**src/rtl/alu_operand_seq.sv**
```systemverilog
// Operand-fetch / writeback sequencer around a combinational 8-bit ALU.
// Holds a 4x8 register file plus carry flag; one instruction per 3 cycles.
module alu_operand_seq (
  input  logic        clk,
  input  logic        rst,
  input  logic        instr_valid,
  output logic        instr_ready,
  input  logic [11:0] instr,
  input  logic        ld_en,
  input  logic [1:0]  ld_addr,
  input  logic [7:0]  ld_data,
  output logic [7:0]  alu_a,
  output logic [7:0]  alu_b,
  output logic        alu_cin,
  output logic [2:0]  alu_s,
  input  logic [7:0]  alu_data,
  input  logic        alu_cout,
  output logic        res_valid,
  output logic [7:0]  res_data,
  output logic        res_cout,
  output logic        carry,
  input  logic [1:0]  dbg_addr,
  output logic [7:0]  dbg_data
);

  localparam int unsigned DW   = 8;
  localparam int unsigned AW   = 2;
  localparam int unsigned NREG = 4;
  localparam int unsigned SW   = 3;

  typedef struct packed {
    logic [SW-1:0] s;
    logic [AW-1:0] rd;
    logic [AW-1:0] ra;
    logic [AW-1:0] rb;
    logic          cin_src;
    logic          cin_bit;
    logic          wb_en;
  } instr_t;

  typedef enum logic [1:0] {
    IDLE = 2'd0,
    EXEC = 2'd1,
    WB   = 2'd2
  } state_t;

  state_t        state;
  state_t        state_n;
  instr_t        ins_c;
  logic          accept_c;
  logic          capture_c;
  logic          wb_c;
  logic          ld_c;
  logic [AW-1:0] rd_q;
  logic          wb_en_q;
  logic [DW-1:0] regs [NREG];

  assign ins_c = instr_t'(instr);

  // Next-state and per-state strobes
  always_comb begin
    state_n   = state;
    accept_c  = 1'b0;
    capture_c = 1'b0;
    wb_c      = 1'b0;
    ld_c      = 1'b0;
    case (state)
      IDLE: begin
        ld_c = ld_en;
        if (instr_valid) begin
          accept_c = 1'b1;
          state_n  = EXEC;
        end
      end
      EXEC: begin
        capture_c = 1'b1;
        state_n   = WB;
      end
      WB: begin
        wb_c    = 1'b1;
        state_n = IDLE;
      end
      default: state_n = IDLE;
    endcase
  end

  always_ff @(posedge clk) begin
    if (rst) state <= IDLE;
    else     state <= state_n;
  end

  // Handshake flags registered from the upcoming state
  always_ff @(posedge clk) begin
    if (rst) begin
      instr_ready <= 1'b1;
      res_valid   <= 1'b0;
    end else begin
      instr_ready <= (state_n == IDLE);
      res_valid   <= (state_n == WB);
    end
  end

  // Operand fetch; reads pre-load register values on a same-cycle preload
  always_ff @(posedge clk) begin
    if (rst) begin
      alu_a   <= '0;
      alu_b   <= '0;
      alu_cin <= 1'b0;
      alu_s   <= '0;
      rd_q    <= '0;
      wb_en_q <= 1'b0;
    end else if (accept_c) begin
      alu_a   <= regs[ins_c.ra];
      alu_b   <= regs[ins_c.rb];
      alu_cin <= ins_c.cin_src ? carry : ins_c.cin_bit;
      alu_s   <= ins_c.s;
      rd_q    <= ins_c.rd;
      wb_en_q <= ins_c.wb_en;
    end
  end

  always_ff @(posedge clk) begin
    if (rst) begin
      res_data <= '0;
      res_cout <= 1'b0;
    end else if (capture_c) begin
      res_data <= alu_data;
      res_cout <= alu_cout;
    end
  end

  // Preload (IDLE only) and writeback (WB only) never coincide
  always_ff @(posedge clk) begin
    if (rst) begin
      regs <= '{default: '0};
    end else begin
      if (ld_c)
        regs[ld_addr] <= ld_data;
      if (wb_c && wb_en_q)
        regs[rd_q] <= res_data;
    end
  end

  // Logic ops (select bit 2 set) leave the carry flag alone
  always_ff @(posedge clk) begin
    if (rst)
      carry <= 1'b0;
    else if (wb_c && !alu_s[SW-1])
      carry <= res_cout;
  end

  assign dbg_data = regs[dbg_addr];

endmodule

```
**config.mk**
```make
export PLATFORM = sky130hd
export DESIGN_NAME = alu_operand_seq
export DESIGN_NICKNAME = d
export VERILOG_FILES = /design/src/rtl/alu_operand_seq.sv
export SDC_FILE = /design/constraint.sdc
export NUM_CORES = 1
export LEC_CHECK = 0
export BUFFER_PORTS_ARGS = -buffer_cell sky130_fd_sc_hd__buf_2
export CAP_MARGIN = 0
export CORE_ASPECT_RATIO = 1.25
export CORE_UTILIZATION = 42
export CTS_CLUSTER_DIAMETER = 100
export DETAILED_ROUTE_END_ITERATION = 8
export PLACE_DENSITY = 0.67
export SYNTH_ARGS = -nofsm -noshare
export SYNTH_HDL_FRONTEND = slang
export SYNTH_SLANG_ARGS = --single-unit
export TNS_END_PERCENT = 30
```
**constraint.sdc**
```tcl
create_clock -name clk -period 2.14 [get_ports clk]
set_clock_uncertainty 0.1 [all_clocks]
set_input_delay 0.214 -clock clk [delete_from_list [all_inputs] [get_ports clk]]
set_output_delay 0.214 -clock clk [all_outputs]
set_load 0.1 [all_outputs]
```
* Word level (Yosys, flattened, before mapping) *
Cells that the tools add are included.

cells by class
  order comparisons = 7
  bitwise gates (word level) = 5
  add/sub/neg operators = 0
  reduce and logical (&&, ||, !) cells = 7
  divide/modulo/power cells = 0
  shift-type cells = 0
  multiply operators = 0
  muxes and demuxes = 26
  eq/ne operators = 3

operators with widths
  kind                                                  count
  two-way mux 32 bit                                    3
  bitwise mux 32 bit                                    2
  two-way mux 8 bit                                     8
  binary-select mux 8 bit (select 2 bit)                3
  demux 8 bit (select 2 bit)                            2
  >= comparator 3 bit (second input constant)           5
  NOT 2 -> 3 bit                                        5
  < comparator 3 x 1 -> 1 bit (second input constant)   2
  two-way mux 1 bit                                     6
  equality test 2 bit (second input constant)           2
  logical AND 1 bit                                     4
  logical NOT 2 bit                                     2
  one-hot mux 2 bit (2 select lines)                    1
  equality test 2 x 1 -> 1 bit (second input constant)  1
  two-way mux 2 bit                                     1
  logical NOT 1 bit                                     1

word-level totals
  output and inout bits = 40
  memories = 0
  bits in latches = 0
  input port bits = 37
  memory bits (writable) = 0
  bits in read-only memories = 0
  flip-flop bits (word level) = 69

* Logic depth before layout (Yosys ltp) *
  depth after elaboration = 10
  depth in mapped cells = 6

* Least setup slack after synthesis *
Ideal clock, no wire load.

  path kind = register -> register
  from = register state[1]
  to = register regs[14] in the netlist's numbering
  buffers on the path = 3
  cell stages (with the launch flop) = 7
  arrival time = 2.233 ns
  library setup time = 0.088 ns
  required time = 1.952 ns
  period minus slack after synthesis = 2.422 ns
  setup slack = -0.282 ns
  path through = dfxtp_1 -> buf_6 -> or3b_1 -> buf_2 -> or2_1 -> buf_6 -> a311oi_2

on the way
  longest elaborated chain between the ends = 6

ends and longest elaborated chain
  item                             line  text
  from (decl)                      47    state_t state;
  from (signal assigned)           89    else state <= state_n;
  logical NOT 2 bit                67    case (state)
  two-way mux 1 bit                67
  two-way mux 32 bit               137   if (ld_c)
  two-way mux 32 bit               134   if (rst) begin
  bitwise mux 32 bit               140   regs[rd_q] <= res_data;
  two-way mux 32 bit (*)           139   if (wb_c && wb_en_q)
  to (signal, indexed assignment)  138   regs[ld_addr] <= ld_data;
  to (signal, indexed assignment)  140
  to (decl)                        56    logic [DW-1:0] regs [NREG];

Every way passes the cells marked *; elsewhere a longest branch is shown, timed or not. The select of a mux whose other input is x is not followed.
A chain may end at the register's enable or synchronous reset.

* Worst setup path after layout *
  from = register state[0]
  to = register regs[18] in the netlist's numbering

The elaborated chain is that of the path after synthesis.

==> results.toml <==
[detailed_routing]
avgRoutedWirePerCell_um = 16.3
firstDrtPassIters = 4
via_count = 3235
wirelength_um = 9100
drtIter0Drc = 179
drc = 0
routed_via_density = 5.80
ant_nets = 0

[grt]
grt_pass1_vias = 3057
grt_max_degree = 69
grt_antenna_before_repair = 0
grt_first_pass_wirelength_um = 15100
grt.total_usage_pct = 21.9
grt-ovfl-total = 0

[floorplanning]
die_w_um = 83.4
num_rows = 36
coreArea_um2 = 7930
dieArea_um2 = 8650
io_pins = 77
die_y_um = 104
initial_utilization_pct = 43.8

[clock_network]
htree_levels = 3
post-cts-setup-buffers = 0
tritoncts = "yes"
clockRootBuffer = "clkbuf_8"
cts_sinks = 68
clk_path_buf_depth = 2
clk_pin_slew_ps = 70
cts_buffers = 9
insertion_delay_ps = 340

[flow_run]
drv_cap = 0

[timing]
finalHoldViolCount = 0
slew_viol_final = 0
whs_ps = 28.0
rsz0062_at_grt = "false"
setup_tns_ps = 0
max-slew-margin-rel_pct = 64.9
fmax_ghz = 0.532
min_period_over_period_pct = 87.8
min_period_ps = 1880
tightest_slew_ps = 526
setup_violations = 0

[cells_and_area]
areaGrowthSynthToFinish_pct = 21.5
layout-drive-gt1-share_pct = 28.1
fillers = 764
num_antenna_cells = 0
final_area_um2 = 4220
nNetsFinal = 495

[yosys]
synth.area.top_cells = "dfxtp_1, mux4_2, nand2_1"
yosys.area.top_type = "dfxtp_1"
netlist_area_um2 = 3480
yosys.cell_types.count = 32
avgSynthCellArea_um2 = 8.91
ys_ff_latch = 68
synth_most_common_cell = "nand2_1"
async_flop_share_pct = 0
yosysWarningCount = 0
synthTopCellsByCount = "nand2_1, dfxtp_1, clkbuf_1, nor3_1"
synthCells = 390
synth_nets = 427
synth_ff_type = "dfxtp_1"
ys_seq_area_share_pct = 39.2
synth_edf_count = 0
synth_top_cell_area_share_pct = 39.2

[power_and_ir_drop]
p_leak_nw = 1.52
peakVddDrop_v = 0.000367
powerDensity_nw_per_um2 = 704

[placed_design]
place_area_um2 = 3880
portBuffers = 76
routabilityCongestion = 0.824
dp_hpwl_um = 6390

[setup_path]
worst_setup_path_end_kind = "register"
crit_type = "reg2reg"
cp.arrival_ps = 1980
required_ps = 2240
setup.worst_path.start_class = "register"
path_max_fanout = 16

[worst_hold_path]
hp-class = "in2reg"

[run_status]
status = "completed"
[worst max-delay path, cell delays in order, from the launching register on]
cell	delay, ps
dfxtp_1	410
or4b_1	830
o21ai_0	270
a311oi_1	120
[final cells by class]
class,count,area (um2),share of cell area (%)
Clock buffer,15,166,3.94
Clock inverter,1,30.0,0.711
Multi-Input combinational cell,278,1930,45.8
Tap cell,95,119,2.82
Inverter,1,3.75,0.0889
Timing Repair Buffer,100,608,14.4
Sequential cell,68,1360,32.3
[registers in the layout (all words and copies together), names as in the netlist]
register,flops
alu_s,3
alu_cin,1
res_cout,1
wb_en_q,1
regs,32
res_data,8
rd_q,2
carry,1
alu_a,8
state,2
instr_ready,1
alu_b,8
[layer usage]
metal | routed length [um] | vias up | part of all wire [%] | global-route usage [%]
li1 | - | 1576 | - | -
met1 | 3910 | 1521 | 43 | 27.2
met2 | 4530 | 127 | 50 | 35.6
met3 | 494 | 11 | 5.4 | 5.02
met4 | 158 | 0 | 1.7 | 10.7
met5 | 0 | - | 0 | 0
[timing repair]
item                       CTS  global route
gates resized for setup      0             0
hold buffers                14             0
hold endpoints to repair    14             0
setup endpoints to repair    0             0
[path summary, 6_finish.rpt]
path | start | endpoint | slack (ps) | cells past startpoint
max | state[0] | regs[18] | 260 | 3
min | instr[7] | rd_q[0] | 30 | 3
max reg2reg | state[0] | regs[18] | 260 | 3
min reg2reg | alu_a[2] | alu_a[2] | 350 | 2
[through the flow]
step                setup WS, ps  power [W]  cells  util (%)
detailed placement           291    0.00191    528      49.0
floorplan                   47.2    0.00179    390         -
global route                 136    0.00310    558      53.3
global placement             343    0.00190    528      49.0
finish                       261    0.00297    558      53.3
CTS                          266    0.00300    558      53.3
[cells by family (layout without fill, tap and decap cells)]
logic type	after synthesis	count (layout)	synth area share [%]
simple gates	155	155	21.4
mux	26	26	16.1
buf+inv	44	117	5.40
compound gates	97	97	17.9
flops	68	68	39.2
[layout by cell type, fill, tap and decap left out, types with 2 or more instances in the layout]
master and n:
buf_2 76, nand2b_1 2, nor3_1 32, a311oi_2 2, buf_4 9, dfxtp_1 67, nor2_1 4, clkbuf_8 11
mux2i_1 2, a21oi_1 31, or2_0 2, nand3_1 16, o21ai_0 31, nand2_1 79, mux4_2 24, a311oi_1 30
nor2b_1 9, clkbuf_1 4, dlygate4sd3_1 14
[report_power, final]
| group | total (W) | internal [W] | switching, W |
|---|---|---|---|
| clock network | 0.00107 | 0.000605 | 0.000465 |
| registers | 0.00136 | 0.00131 | 0.0000477 |
| logic | 0.000544 | 0.000163 | 0.000381 |
(Power assumes the default switching activity.)
